$ cat config.mk
export PLATFORM = sky130hd
export DESIGN_NAME = te_transmission_recip
export DESIGN_NICKNAME = d
export VERILOG_FILES = /design/src/rtl/te_transmission_recip.sv
export SDC_FILE = /design/constraint.sdc
export NUM_CORES = 1
export LEC_CHECK = 0
export CORE_ASPECT_RATIO = 1.25
export CORE_MARGIN = 2
export CORE_UTILIZATION = 35
export DETAILED_ROUTE_END_ITERATION = 12
export DONT_BUFFER_PORTS = 1
export GPL_ROUTABILITY_DRIVEN = 0
export PLACE_DENSITY_LB_ADDON = 0.2
export SLEW_MARGIN = 20
export SYNTH_ARGS = -nofsm -noshare
export SYNTH_HDL_FRONTEND = slang
export SYNTH_SLANG_ARGS = --single-unit
$ cat constraint.sdc
create_clock -name clk -period 2.5 [get_ports clk]
set_input_delay 0.375 -clock clk [delete_from_list [all_inputs] [get_ports clk]]
set_output_delay 0.375 -clock clk [all_outputs]
set_load 0.03 [all_outputs]
$ cat src/rtl/te_transmission_recip.sv
// Transmission clamp and reciprocal: t = max(1024 - product, T0), inv_t = floor(2^20 / t).
// Fully pipelined (one pixel per clock), fixed latency Q_BITS + 3 cycles.
module te_transmission_recip #(
  parameter int T0     = 103,
  parameter int Q_BITS = 14
) (
  input  logic              clk,
  input  logic              rst_n,
  input  logic              in_valid,
  input  logic              in_sof,
  input  logic [9:0]        product,
  output logic              out_valid,
  output logic              out_sof,
  output logic [10:0]       t_out,
  output logic [Q_BITS-1:0] inv_t,
  output logic              clamped
);

  // Valid semantics: in_valid qualifies product on the cycle it is high; there is
  // no ready, every cycle is accepted, and out_valid marks the same pixel LAT cycles later.

  localparam logic [10:0] T0_L     = 11'(T0);
  localparam logic [10:0] ONE_Q10  = 11'd1024;
  // Dividend bits above the quotient window; smaller than any legal t.
  localparam logic [10:0] REM_INIT = 11'(1 << (20 - Q_BITS));

  // S0: input capture
  logic       s0_valid;
  logic       s0_sof;
  logic [9:0] s0_product;

  // S1 combinational: transmission and clamp
  logic [10:0] s1_t_raw;
  logic [10:0] s1_t;
  logic        s1_clamp;

  // Divider pipeline: index 0 is the S1 register, index j is after quotient bit j
  logic              dv_valid [0:Q_BITS];
  logic              dv_sof   [0:Q_BITS];
  logic              dv_clamp [0:Q_BITS];
  logic [10:0]       dv_t     [0:Q_BITS];
  logic [10:0]       dv_rem   [0:Q_BITS];
  logic [Q_BITS-1:0] dv_q     [0:Q_BITS];

  logic [11:0] trial   [1:Q_BITS];
  logic        ge      [1:Q_BITS];
  logic [10:0] rem_nxt [1:Q_BITS];

  always_ff @(posedge clk or negedge rst_n) begin
    if (!rst_n) begin
      s0_valid <= 1'b0;
      s0_sof   <= 1'b0;
      for (int j = 0; j <= Q_BITS; j++) begin
        dv_valid[j] <= 1'b0;
        dv_sof[j]   <= 1'b0;
      end
    end else begin
      s0_valid    <= in_valid;
      s0_sof      <= in_sof;
      dv_valid[0] <= s0_valid;
      dv_sof[0]   <= s0_sof;
      for (int j = 1; j <= Q_BITS; j++) begin
        dv_valid[j] <= dv_valid[j-1];
        dv_sof[j]   <= dv_sof[j-1];
      end
    end
  end

  always_comb begin
    s1_t_raw = ONE_Q10 - {1'b0, s0_product};
    s1_clamp = (s1_t_raw < T0_L);
    s1_t     = s1_clamp ? T0_L : s1_t_raw;
  end

  // Restoring step: remainder stays below t, so the shifted trial fits 12 bits
  // and the difference fits 11 bits whenever it is taken.
  always_comb begin
    for (int j = 1; j <= Q_BITS; j++) begin
      trial[j]   = {dv_rem[j-1], 1'b0};
      ge[j]      = (trial[j] >= {1'b0, dv_t[j-1]});
      rem_nxt[j] = ge[j] ? (trial[j][10:0] - dv_t[j-1]) : trial[j][10:0];
    end
  end

  always_ff @(posedge clk) begin
    s0_product  <= product;
    dv_t[0]     <= s1_t;
    dv_rem[0]   <= REM_INIT;
    dv_q[0]     <= '0;
    dv_clamp[0] <= s1_clamp;
    for (int j = 1; j <= Q_BITS; j++) begin
      dv_t[j]     <= dv_t[j-1];
      dv_rem[j]   <= rem_nxt[j];
      dv_q[j]     <= {dv_q[j-1][Q_BITS-2:0], ge[j]};
      dv_clamp[j] <= dv_clamp[j-1];
    end
  end

  // Output data only loads on valid pixels, so it is never X after reset.
  always_ff @(posedge clk or negedge rst_n) begin
    if (!rst_n) begin
      out_valid <= 1'b0;
      out_sof   <= 1'b0;
      t_out     <= '0;
      inv_t     <= '0;
      clamped   <= 1'b0;
    end else begin
      out_valid <= dv_valid[Q_BITS];
      out_sof   <= dv_sof[Q_BITS];
      if (dv_valid[Q_BITS]) begin
        t_out   <= dv_t[Q_BITS];
        inv_t   <= dv_q[Q_BITS];
        clamped <= dv_clamp[Q_BITS];
      end
    end
  end

endmodule

Word-level counts from Yosys, hierarchy flattened --
Memory sizes are Yosys's and may differ from the RTL's. A register that Yosys moved wholly into a read port is not among the register bits. Index checks and enable logic that the tools add are counted. Widths: inputs -> output; s select.
Cells by class: $add $sub $neg 15, reductions and logical operators 3, muxes and demuxes 15, order comparisons 15
Operators by type and width (number):
- $ge 12x11->1 | 14
- $mux 11 | 15
- $sub 11x11->11 | 14
- $lt 11x7->1 const B | 1
- $sub 11x10->11 const A | 1
- $logic_not 1->1 | 3
Word-level totals: word-level logic and storage cells 87, memories 4, RAM bits 555, output and inout port bits 28, register bits 44
Memories:
- dv_q | depth 15, bits a word 14, rd ports 15, clocked after memory_dff 1, write ports 15, line 43 | logic [Q_BITS-1:0] dv_q [0:Q_BITS];
- dv_rem | depth 15, bits a word 11, rd ports 14, clocked after memory_dff 0, write ports 15, line 42 | logic [10:0] dv_rem [0:Q_BITS];
- dv_t | depth 15, bits a word 11, rd ports 15, clocked after memory_dff 1, write ports 15, line 41 | logic [10:0] dv_t [0:Q_BITS];
- dv_clamp | depth 15, bits a word 1, rd ports 15, clocked after memory_dff 1, write ports 15, line 40 | logic dv_clamp [0:Q_BITS];

Depth between registers and ports, before layout --
Gate-level depths: netlist of the first run.
depth after elaboration 3, depth in mapped cells 10

Least setup slack after synthesis of the first run --
OpenSTA, ideal clock, no wires.
path kind flip-flop to flip-flop, from mem dv_t[5][0], to mem dv_rem[6][8], in the netlist dv_rem[0][74], arrival 2.066 ns, cell stages (with the launch flop) 9, setup time 0.131 ns, period minus slack after synthesis 2.197 ns, required time 2.369 ns, buffers on the path 1, slack 0.303 ns, path through dfxtp_1 inv_1 fa_1 o211ai_1 nand2_1 a311o_1 a21oi_1 clkbuf_1 o21ai_0
RTL lines (line):
- start, declared | 41
- end, declared | 42

==> results of run 1 <==
-- logic make-up (layout without fill, tap and decap cells) --
logic type      after synthesis  after routing
buf+inv                     183            302
other cells                   1              2
fa+ha+maj                   156            156
flops                       498            498
simple gates                269            269
xor+xnor                    103            103
mux                         101            101
compound gates              359            359
-- through the flow --
step	std cells	hold WS (ns)	util
global route	2462	0.306	0.410
finish	2462	0.319	0.410
CTS	2462	0.272	0.410
global placement	2356	0.0806	0.374
detailed placement	2356	0.0806	0.374
floorplan	1671	0.0794	-
-- per-layer routing --
layer / vias up / share of wire / wire, um
li1: 5841 / - / -
met1: 5248 / 0.42 / 14200
met2: 178 / 0.51 / 17300
met3: 69 / 0.038 / 1280
met4: 0 / 0.034 / 1160
met5: - / 0 / 0
-- state kept, by name, summed over array words and instances (netlist names) --
name,flops
t_out,11
s0_sof,1
dv_q,105
dv_rem,143
clamped,1
inv_t,14
dv_valid,15
dv_clamp,15
out_sof,1
s0_product,10
s0_valid,1
dv_sof,15
dv_t,165
out_valid,1
-- synth_stat cells (9+ instances only) --
cell type / count
sky130_fd_sc_hd__o21a_1: 25
sky130_fd_sc_hd__dfxtp_1: 438
sky130_fd_sc_hd__nand2_1: 64
sky130_fd_sc_hd__ha_1: 144
sky130_fd_sc_hd__a211oi_1: 16
sky130_fd_sc_hd__inv_1: 167
sky130_fd_sc_hd__o31a_1: 9
sky130_fd_sc_hd__fa_1: 12
sky130_fd_sc_hd__a21oi_1: 124
sky130_fd_sc_hd__nor2_1: 107
sky130_fd_sc_hd__o21bai_1: 19
sky130_fd_sc_hd__a31oi_1: 16
sky130_fd_sc_hd__nor2b_1: 18
sky130_fd_sc_hd__xnor2_1: 69
sky130_fd_sc_hd__nand3_1: 18
sky130_fd_sc_hd__a21o_1: 29
sky130_fd_sc_hd__mux2_2: 96
sky130_fd_sc_hd__o21ai_0: 69
sky130_fd_sc_hd__dfrtp_1: 60
sky130_fd_sc_hd__nor3_1: 10
sky130_fd_sc_hd__xor2_1: 34
sky130_fd_sc_hd__a211o_1: 9
sky130_fd_sc_hd__and2_1: 13
-- power groups by stage --
stage | registers (W) | clock network [W] | logic [W]
finish | 0.0111 | 0.00763 | 0.0101
global route | 0.0114 | 0.00822 | 0.0113
CTS | 0.0112 | 0.00791 | 0.0101
detailed placement | 0.0113 | 0 | 0.00993
global placement | 0.0113 | 0 | 0.00975
floorplan | 0.0109 | 0 | 0.00783
-- worst min path at each step --
stage          start       end  slack (ns)  cells past startpoint
3_5_place_dp   rst_n  t_out[1]        0.08                      0
2_1_floorplan  rst_n   clamped        0.08                      0
6_report       rst_n  inv_t[5]        0.32                      2
3_3_place_gp   rst_n  t_out[1]        0.08                      0
4_1_cts        rst_n  t_out[1]        0.27                      2
5_1_grt        rst_n  inv_t[6]        0.31                      2
-- worst max-delay path, stage by stage (launching register included) --
cell and delay, ns:
sky130_fd_sc_hd__dfxtp_2 0.35, sky130_fd_sc_hd__inv_1 0.07, sky130_fd_sc_hd__ha_1 0.29, sky130_fd_sc_hd__ha_1 0.18, sky130_fd_sc_hd__o211ai_1 0.19, sky130_fd_sc_hd__nand2_1 0.11, sky130_fd_sc_hd__a311o_1 0.36, sky130_fd_sc_hd__a21oi_2 0.19
sky130_fd_sc_hd__buf_6 0.15, sky130_fd_sc_hd__mux2_2 0.33
-- layout make-up --
| type | count | area share |
|---|---|---|
| Sequential cell | 498 | 0.478 |
| Multi-Input combinational cell | 990 | 0.354 |
| Clock buffer | 67 | 0.0667 |
| Tap cell | 672 | 0.0391 |
| Inverter | 167 | 0.0291 |
| Timing Repair Buffer | 43 | 0.0205 |
| Clock inverter | 25 | 0.0133 |
-- repair_timing --
item | CTS | global route
endpoints found under the setup margin | 0 | 38
hold buffers | 14 | 0
resized for setup | 0 | 9
hold endpoints to repair | 72 | 0
==> flow_summary.html, run 1 <==
<table>
<tr><th>Metric</th><th>Value</th></tr>
<tr><th colspan="2">Drt</th></tr>
<tr><td>Initial drt markers</td><td>499</td></tr>
<tr><td>Via count</td><td>11,300</td></tr>
<tr><td>Remaining routing DRC violations</td><td>0</td></tr>
<tr><td>Drt via density</td><td>4.60</td></tr>
<tr><td>Average wire per cell in the routed design</td><td>13.8 um</td></tr>
<tr><td>WL final</td><td>34,000 um</td></tr>
<tr><td>Iteration count of the initial detailed-routing pass</td><td>5</td></tr>
<tr><td>Antenna-violating nets left</td><td>0</td></tr>
<tr><th colspan="2">Placed design</th></tr>
<tr><td>Cell Area, Placed</td><td>0.0196 sq mm</td></tr>
<tr><td>Worst setup timing slack at the placement stage</td><td>0.0534 ns</td></tr>
<tr><td>Number of port buffers</td><td>0</td></tr>
<tr><td>HPWL after detailed placement</td><td>25,600 um</td></tr>
<tr><th colspan="2">Yosys</th></tr>
<tr><td>Post-synth top area cell</td><td>sky130_fd_sc_hd__dfxtp_1</td></tr>
<tr><td>Asr flop ratio synth</td><td>0.120</td></tr>
<tr><td>Share of synthesized cell area in full adder, half adder and majority cells</td><td>0.110</td></tr>
<tr><td>Synth Area per Inst</td><td>11.1 sq um</td></tr>
<tr><td>Area of the mapped netlist</td><td>0.0185 sq mm</td></tr>
<tr><td>Most used flip-flop cell after synthesis</td><td>sky130_fd_sc_hd__dfxtp_1</td></tr>
<tr><td>Basic-gate share of the synthesized area counting and, or, nand and nor cells</td><td>0.0685</td></tr>
<tr><td>Count of flip-flops with a built-in enable after synthesis</td><td>0</td></tr>
<tr><td>Synthesized-area fraction occupied by xor and xnor cells</td><td>0.0486</td></tr>
<tr><td>Synthesized instance count</td><td>1,670</td></tr>
<tr><td>Portion of the post-synthesis area used by sequential elements</td><td>0.554</td></tr>
<tr><td>Synthesis-stage register bit count</td><td>498</td></tr>
<tr><td>Area contributors post-synth</td><td>sky130_fd_sc_hd__dfxtp_1 (47%), sky130_fd_sc_hd__ha_1 (9.7%), sky130_fd_sc_hd__dfrtp_1 (8.1%), sky130_fd_sc_hd__mux2_2 (5.8%), sky130_fd_sc_hd__inv_1 (3.4%)</td></tr>
<tr><td>Share of Yosys cell area claimed by the top area cell type</td><td>0.473</td></tr>
<tr><td>Syn. warnings</td><td>0</td></tr>
<tr><td>Synth Area in Compound Gates</td><td>0.120</td></tr>
<tr><td>Combinational family with the most area after synthesis</td><td>compound AO/OA/AOI/OAI gates</td></tr>
<tr><td>Mux cell area share after synthesis</td><td>0.0613</td></tr>
<tr><td>Synth cell types</td><td>59</td></tr>
<tr><th colspan="2">Final layout</th></tr>
<tr><td>Layout Area Growth over Synthesis</td><td>16.0%</td></tr>
<tr><td>Layout cells sized above 1</td><td>0.130</td></tr>
<tr><td>Post-layout nets</td><td>1,919</td></tr>
<tr><td>Storage element area</td><td>0.0103 sq mm</td></tr>
<tr><td>Number of diodes</td><td>0</td></tr>
<tr><td>Fill cell count</td><td>4,995</td></tr>
<tr><td>Commonest cells after routing, fill and taps aside</td><td>sky130_fd_sc_hd__dfxtp_1 (437), sky130_fd_sc_hd__inv_1 (167), sky130_fd_sc_hd__ha_1 (144), sky130_fd_sc_hd__a21oi_1 (123), sky130_fd_sc_hd__nor2_1 (107)</td></tr>
<tr><td>Finished Cell Area</td><td>0.0215 sq mm</td></tr>
<tr><td>Most common library cell in the layout ignoring fill and taps</td><td>sky130_fd_sc_hd__dfxtp_1</td></tr>
<tr><td>Area of the multi-input gates</td><td>0.00761 sq mm</td></tr>
<tr><th colspan="2">Timing</th></tr>
<tr><td>Actual slew at the worst max-slew pin</td><td>0.603 ns</td></tr>
<tr><td>Highest clock rate</td><td>427 MHz</td></tr>
<tr><td>Final-layout setup total negative slack</td><td>0 ns</td></tr>
<tr><td>Endpoints failing setup</td><td>0</td></tr>
<tr><td>PnR worst setup slack</td><td>0.159 ns</td></tr>
<tr><td>Clock skew</td><td>0.0205 ns</td></tr>
<tr><td>Ratio of final minimum period to clock period</td><td>0.936</td></tr>
<tr><td>Final hold viol count</td><td>0</td></tr>
<tr><td>Max-slew violations</td><td>0</td></tr>
<tr><td>Clock period minus final worst setup slack</td><td>2.34 ns</td></tr>
<tr><td>Worst-case headroom to the max-slew limit</td><td>0.594</td></tr>
<tr><th colspan="2">Worst setup path</th></tr>
<tr><td>Element type at the critical path end</td><td>flip-flop</td></tr>
<tr><td>Arr. time, crit path</td><td>2.80 ns</td></tr>
<tr><td>Setup slack of the worst register-to-register path</td><td>0.16 ns</td></tr>
<tr><td>Critical path endpoint</td><td>dv_rem[0][67]</td></tr>
<tr><td>Startpoint kind of the worst setup timing path</td><td>flip-flop</td></tr>
<tr><td>Endpoint of the most critical register-to-register path</td><td>dv_rem[0][67]</td></tr>
<tr><td>Worst Path Max Fanout</td><td>8</td></tr>
<tr><td>Required time reported for the critical path endpoint</td><td>2.96 ns</td></tr>
<tr><td>Number of cells on the worst reg-to-reg path</td><td>9</td></tr>
<tr><td>Launching element of the worst setup path</td><td>dv_t[5][1]</td></tr>
<tr><td>Start-to-end type of the worst setup path</td><td>flip-flop to flip-flop</td></tr>
<tr><td>Reg-to-reg critical path startpoint</td><td>dv_t[5][1]</td></tr>
<tr><th colspan="2">Global routing</th></tr>
<tr><td>Total global-route track usage</td><td>0.127</td></tr>
<tr><td>Number of antenna violations at the first check in global routing</td><td>0</td></tr>
<tr><td>Global routing met1 resource utilization</td><td>0.139</td></tr>
<tr><td>Overflow after GRT</td><td>0</td></tr>
<tr><td>Met2 demand-to-capacity share in global routing</td><td>0.236</td></tr>
<tr><td>GRT busiest layer</td><td>met2</td></tr>
<tr><td>Global-route track usage on met3</td><td>0.0270</td></tr>
<tr><td>Via count of the first global-routing pass</td><td>11,700</td></tr>
<tr><td>Maximum number of pins on one net before global-route repair</td><td>61</td></tr>
<tr><td>Global-route wire length before repair</td><td>56,600 um</td></tr>
<tr><th colspan="2">Floorplan</th></tr>
<tr><td>Overall die area</td><td>0.0549 sq mm</td></tr>
<tr><td>I/O pin total</td><td>42</td></tr>
<tr><td>Floorplan row count</td><td>94</td></tr>
<tr><td>Die Y</td><td>261 um</td></tr>
<tr><td>Starting density of the core</td><td>0.354</td></tr>
<tr><td>Chip Width</td><td>210 um</td></tr>
<tr><td>Core ar.</td><td>0.0525 sq mm</td></tr>
<tr><th colspan="2">Pwr</th></tr>
<tr><td>Portion of total power attributed to sequential cells</td><td>0.386</td></tr>
<tr><td>Switching fraction of total power</td><td>0.324</td></tr>
<tr><td>Part of the power in combinational logic</td><td>0.349</td></tr>
<tr><td>Power consumption</td><td>0.0288 W</td></tr>
<tr><td>Clk network pwr share</td><td>0.265</td></tr>
<tr><td>Leak pwr</td><td>9.58 nW</td></tr>
<tr><td>Cell internal power dissipation</td><td>0.0195 W</td></tr>
<tr><td>Net switching power</td><td>0.00932 W</td></tr>
<tr><td>VDD IR max</td><td>0.540 mV</td></tr>
<tr><td>Power per cell area</td><td>1340 mW/mm^2</td></tr>
<tr><th colspan="2">Clock tree</th></tr>
<tr><td>Worst-case clock buffer depth</td><td>3</td></tr>
<tr><td>Clock-pin slew on the worst setup and hold paths</td><td>0.06 ns</td></tr>
<tr><td>Total setup buffers inserted after CTS</td><td>0</td></tr>
<tr><td>Number of CTS-inserted buffers</td><td>49</td></tr>
<tr><td>Number of levels the H-tree was split into</td><td>2</td></tr>
<tr><td>Insertion delay to the later sink of the worst-skew pair</td><td>0.59 ns</td></tr>
<tr><td>Clk Tree Root Cell</td><td>sky130_fd_sc_hd__clkbuf_16</td></tr>
<tr><td>Clock tree from TritonCTS</td><td>done</td></tr>
<tr><td>Clock Sinks</td><td>498</td></tr>
<tr><th colspan="2">Job</th></tr>
<tr><td>Maxcap violations</td><td>0</td></tr>
<tr><th colspan="2">Outcome</th></tr>
<tr><td>Status</td><td>finished clean</td></tr>
<tr><th colspan="2">Min path</th></tr>
<tr><td>Tightest Hold Check Type</td><td>input port to asynchronous set/reset pin</td></tr>
</table>
Note: power is estimated with default switching activity, not from simulation.
==> inputs of run 2 (changes only) <==
Settings changed: ABC_CLOCK_PERIOD_IN_PS from default to 2500.
==> results of run 2 <==
No change in the layout: final DEF, timing and power equal those of run 1.
==> inputs of run 3 (changes only) <==
Settings changed: MAX_ROUTING_LAYER from default to met4, PLACE_DENSITY_LB_ADDON 0.2 to 0.08.
==> run 3 against run 2 <==
Compared with the run above: combinational power is essentially flat; count of clock-buffer cells in the layout is 5 higher; routed wire length grew 6.0%; clock power is essentially flat; final area decreased by 0.51%; final cell count is 0.28% lower; sequential share of layout area is 0.24 points higher; maximum frequency is 2.0% lower; critical path depth fell by 1; global-route usage is 1.3 points higher; total power fell by 0.21%; non-clock buffer count decreased by 8; critical path type unchanged; largest power group unchanged.
==> flow_summary.html, run 3 (synthesis results as in run 1) <==
<table>
<tr><th>Metric</th><th>Value</th></tr>
<tr><th colspan="2">Clock tree</th></tr>
<tr><td>Number of CTS-inserted buffers</td><td>50 (+2.0%)</td></tr>
<tr><td>Worst-case clock buffer depth</td><td>3 (unchanged)</td></tr>
<tr><td>Clock-pin slew on the worst setup and hold paths</td><td>0.06 ns (about the same)</td></tr>
<tr><td>Number of levels the H-tree was split into</td><td>2 (unchanged)</td></tr>
<tr><td>Insertion delay to the later sink of the worst-skew pair</td><td>0.60 ns (about the same)</td></tr>
<tr><td>Clk Tree Root Cell</td><td>sky130_fd_sc_hd__clkbuf_16</td></tr>
<tr><td>Clock tree from TritonCTS</td><td>done</td></tr>
<tr><td>Total setup buffers inserted after CTS</td><td>0 (unchanged)</td></tr>
<tr><td>Clock Sinks</td><td>498 (unchanged)</td></tr>
<tr><th colspan="2">Final layout</th></tr>
<tr><td>Layout cells sized above 1</td><td>0.121 (-0.00903)</td></tr>
<tr><td>Most common library cell in the layout ignoring fill and taps</td><td>sky130_fd_sc_hd__dfxtp_1</td></tr>
<tr><td>Top register by number of flip-flops</td><td>dv_t</td></tr>
<tr><td>Number of diodes</td><td>0 (unchanged)</td></tr>
<tr><td>Number of flip-flops under the largest register name</td><td>165 (unchanged)</td></tr>
<tr><td>Layout Area Growth over Synthesis</td><td>15.4%</td></tr>
<tr><td>Commonest cells after routing, fill and taps aside</td><td>sky130_fd_sc_hd__dfxtp_1 (438), sky130_fd_sc_hd__inv_1 (167), sky130_fd_sc_hd__ha_1 (144), sky130_fd_sc_hd__a21oi_1 (124), sky130_fd_sc_hd__nor2_1 (107)</td></tr>
<tr><td>Fill cell count</td><td>5,043 (+0.96%)</td></tr>
<tr><td>Post-layout nets</td><td>1,912 (-0.36%)</td></tr>
<tr><td>Finished Layout Cells</td><td>2,455 (-0.28%)</td></tr>
<tr><td>Top Registers</td><td>dv_t (165), dv_rem (143), dv_q (105)</td></tr>
<tr><th colspan="2">Worst setup path</th></tr>
<tr><td>Required time reported for the critical path endpoint</td><td>2.96 ns (about the same)</td></tr>
<tr><td>Cell type group with the largest total delay on the critical path</td><td>compound AO/OA/AOI/OAI gates</td></tr>
<tr><td>Slowest cell on the critical path</td><td>sky130_fd_sc_hd__dfxtp_1</td></tr>
<tr><td>Series of cell instances along the critical path</td><td>inv_1 &gt; ha_1 &gt; a211o_1 &gt; a21oi_1 &gt; o21ai_0 &gt; a31oi_1 &gt; xnor2_1 &gt; mux2_2</td></tr>
<tr><td>Startpoint kind of the worst setup timing path</td><td>flip-flop</td></tr>
<tr><td>Start-to-end type of the worst setup path</td><td>flip-flop to flip-flop</td></tr>
<tr><td>Arr. time, crit path</td><td>2.85 ns (+0.05 ns)</td></tr>
<tr><td>Count of buffering cells on the critical path with inverters included</td><td>1 (-1)</td></tr>
<tr><td>Setup slack of the worst register-to-register path</td><td>0.11 ns (-0.05 ns)</td></tr>
<tr><td>Element type at the critical path end</td><td>flip-flop</td></tr>
<tr><td>Worst Path Max Fanout</td><td>5 (-3)</td></tr>
<tr><td>Longest individual stage delay on the worst path</td><td>0.36 ns (about the same)</td></tr>
<tr><th colspan="2">Placed design</th></tr>
<tr><td>Number of port buffers</td><td>0 (unchanged)</td></tr>
<tr><td>Cell Count Post-Placement</td><td>2,348 (-0.34%)</td></tr>
<tr><td>HPWL after detailed placement</td><td>27,300 um (+6.6%)</td></tr>
<tr><th colspan="2">Floorplan</th></tr>
<tr><td>Overall die area</td><td>0.0549 sq mm (unchanged)</td></tr>
<tr><td>Core ar.</td><td>0.0525 sq mm (unchanged)</td></tr>
<tr><td>I/O pin total</td><td>42 (unchanged)</td></tr>
<tr><td>Chip Width</td><td>210 um (unchanged)</td></tr>
<tr><td>Starting density of the core</td><td>0.354 (unchanged)</td></tr>
<tr><td>Floorplan row count</td><td>94 (unchanged)</td></tr>
<tr><td>Die Y</td><td>261 um (unchanged)</td></tr>
<tr><th colspan="2">Pwr</th></tr>
<tr><td>Leak pwr</td><td>9.50 nW (-0.79%)</td></tr>
<tr><td>Power per cell area</td><td>1340 mW/mm^2 (+0.30%)</td></tr>
<tr><td>VDD IR max</td><td>0.569 mV (+5.4%)</td></tr>
<tr><th colspan="2">Outcome</th></tr>
<tr><td>Status</td><td>finished clean</td></tr>
<tr><th colspan="2">Timing</th></tr>
<tr><td>Clock skew</td><td>0.0347 ns (+0.0142 ns)</td></tr>
<tr><td>Ratio of final minimum period to clock period</td><td>0.955 (+0.0189)</td></tr>
<tr><td>Max-slew violations</td><td>0 (unchanged)</td></tr>
<tr><td>Highest clock rate</td><td>419 MHz (-2.0%)</td></tr>
<tr><td>Actual slew at the worst max-slew pin</td><td>0.588 ns (-0.0143 ns)</td></tr>
<tr><td>Endpoints failing setup</td><td>0 (unchanged)</td></tr>
<tr><td>Final-layout setup total negative slack</td><td>0 ns (unchanged)</td></tr>
<tr><td>Clock period minus final worst setup slack</td><td>2.39 ns (+0.0472 ns)</td></tr>
<tr><td>RSZ-0062 raised after global routing</td><td>false</td></tr>
<tr><td>Worst-case headroom to the max-slew limit</td><td>0.604 (+0.00961)</td></tr>
<tr><td>Final hold viol count</td><td>0 (unchanged)</td></tr>
<tr><th colspan="2">Global routing</th></tr>
<tr><td>Overflow after GRT</td><td>0 (unchanged)</td></tr>
<tr><td>Global-route wire length before repair</td><td>59,400 um (+5.0%)</td></tr>
<tr><td>Maximum number of pins on one net before global-route repair</td><td>61 (unchanged)</td></tr>
<tr><td>Total global-route track usage</td><td>0.139 (+0.0125)</td></tr>
<tr><td>Via count of the first global-routing pass</td><td>11,600 (-0.21%)</td></tr>
<tr><td>Number of antenna violations at the first check in global routing</td><td>0 (unchanged)</td></tr>
<tr><th colspan="2">Drt</th></tr>
<tr><td>Antenna-violating nets left</td><td>0 (unchanged)</td></tr>
<tr><td>Initial drt markers</td><td>429 (-14%)</td></tr>
<tr><td>Remaining routing DRC violations</td><td>0 (unchanged)</td></tr>
<tr><td>WL final</td><td>36,000 um (+6.0%)</td></tr>
<tr><td>Drt via density</td><td>4.63 (+0.45%)</td></tr>
<tr><td>Average wire per cell in the routed design</td><td>14.7 um (+6.3%)</td></tr>
<tr><td>Iteration count of the initial detailed-routing pass</td><td>5 (unchanged)</td></tr>
<tr><td>Via count</td><td>11,400 (+0.17%)</td></tr>
<tr><th colspan="2">Job</th></tr>
<tr><td>Maxcap violations</td><td>0 (unchanged)</td></tr>
<tr><th colspan="2">Min path</th></tr>
<tr><td>Tightest Hold Check Type</td><td>input port to asynchronous set/reset pin</td></tr>
</table>
-- run 3: cell count changes in the layout (fill, tap and decap cells not counted), sizes merged --
cell,change
buf,-8
clkinvlp,+2
clkbuf,+5
clkinv,-6
-- run 3: metrics by stage --
step / worst slack (ns) / utilization / hold WS, ns / total power, W / area [sq um]
global route: 0.00831 / 0.408 / 0.292 / 0.0309 / 21400
global placement: 0.0817 / 0.372 / 0.0807 / 0.0212 / 19500
detailed placement: 0.0690 / 0.372 / 0.0807 / 0.0213 / 19500
CTS: 0.0526 / 0.408 / 0.260 / 0.0292 / 21400
floorplan: 0.303 / - / 0.0794 / 0.0187 / 18500
finish: 0.112 / 0.408 / 0.292 / 0.0288 / 21400
-- run 3: power breakdown --
group	internal, W	leakage [nW]	switching (W)
sequential	0.00995	4.35	0.00123
clock	0.00452	0.835	0.00310
combinational	0.00491	4.31	0.00505
-- run 3: per-layer routing --
layer / routed length, um / GRT usage / vias up
met5: 0 / - / -
met4: 1060 / 0.0506 / 0
met3: 1130 / 0.0255 / 74
met2: 18800 / 0.255 / 144
met1: 15000 / 0.150 / 5300
li1: - / - / 5837
-- run 3: what timing repair did --
action                                  in CTS  in global routing
hold buffers                                14                  0
endpoints found under the hold margin       72                  0
endpoints found under the setup margin       0                 31
gates resized for setup                      0                  5
-- run 3: final timing paths --
check                           endpoint  cells past startpoint         from
setup / recovery           dv_rem[1][21]                      8   dv_t[8][5]
hold / removal                  inv_t[7]                      2        rst_n
setup reg to reg           dv_rem[1][21]                      8   dv_t[8][5]
hold reg to reg              dv_clamp[3]                      0  dv_clamp[2]
max in group asynchronous     dv_sof[14]                      2        rst_n
min in group clk             dv_clamp[3]                      0  dv_clamp[2]
-- run 3: worst register-to-register path, stage by stage, from the launching register on --
cell                      delay (ns)
sky130_fd_sc_hd__dfxtp_1        0.36
sky130_fd_sc_hd__inv_1          0.06
sky130_fd_sc_hd__ha_1           0.34
sky130_fd_sc_hd__a211o_1        0.34
sky130_fd_sc_hd__a21oi_1        0.31
sky130_fd_sc_hd__o21ai_0        0.25
sky130_fd_sc_hd__a31oi_1        0.28
sky130_fd_sc_hd__xnor2_1        0.09
sky130_fd_sc_hd__mux2_2         0.26
-- run 3: layout make-up --
class | instances | area (sq um) | area share
clock buffers | 72 | 1430 | 0.0670
clock inverters | 21 | 278 | 0.0130
inverters | 167 | 627 | 0.0293
multi-input cells | 990 | 7600 | 0.355
flip-flops and latches | 498 | 10300 | 0.480
well taps | 672 | 841 | 0.0393
repair buffers | 35 | 353 | 0.0165
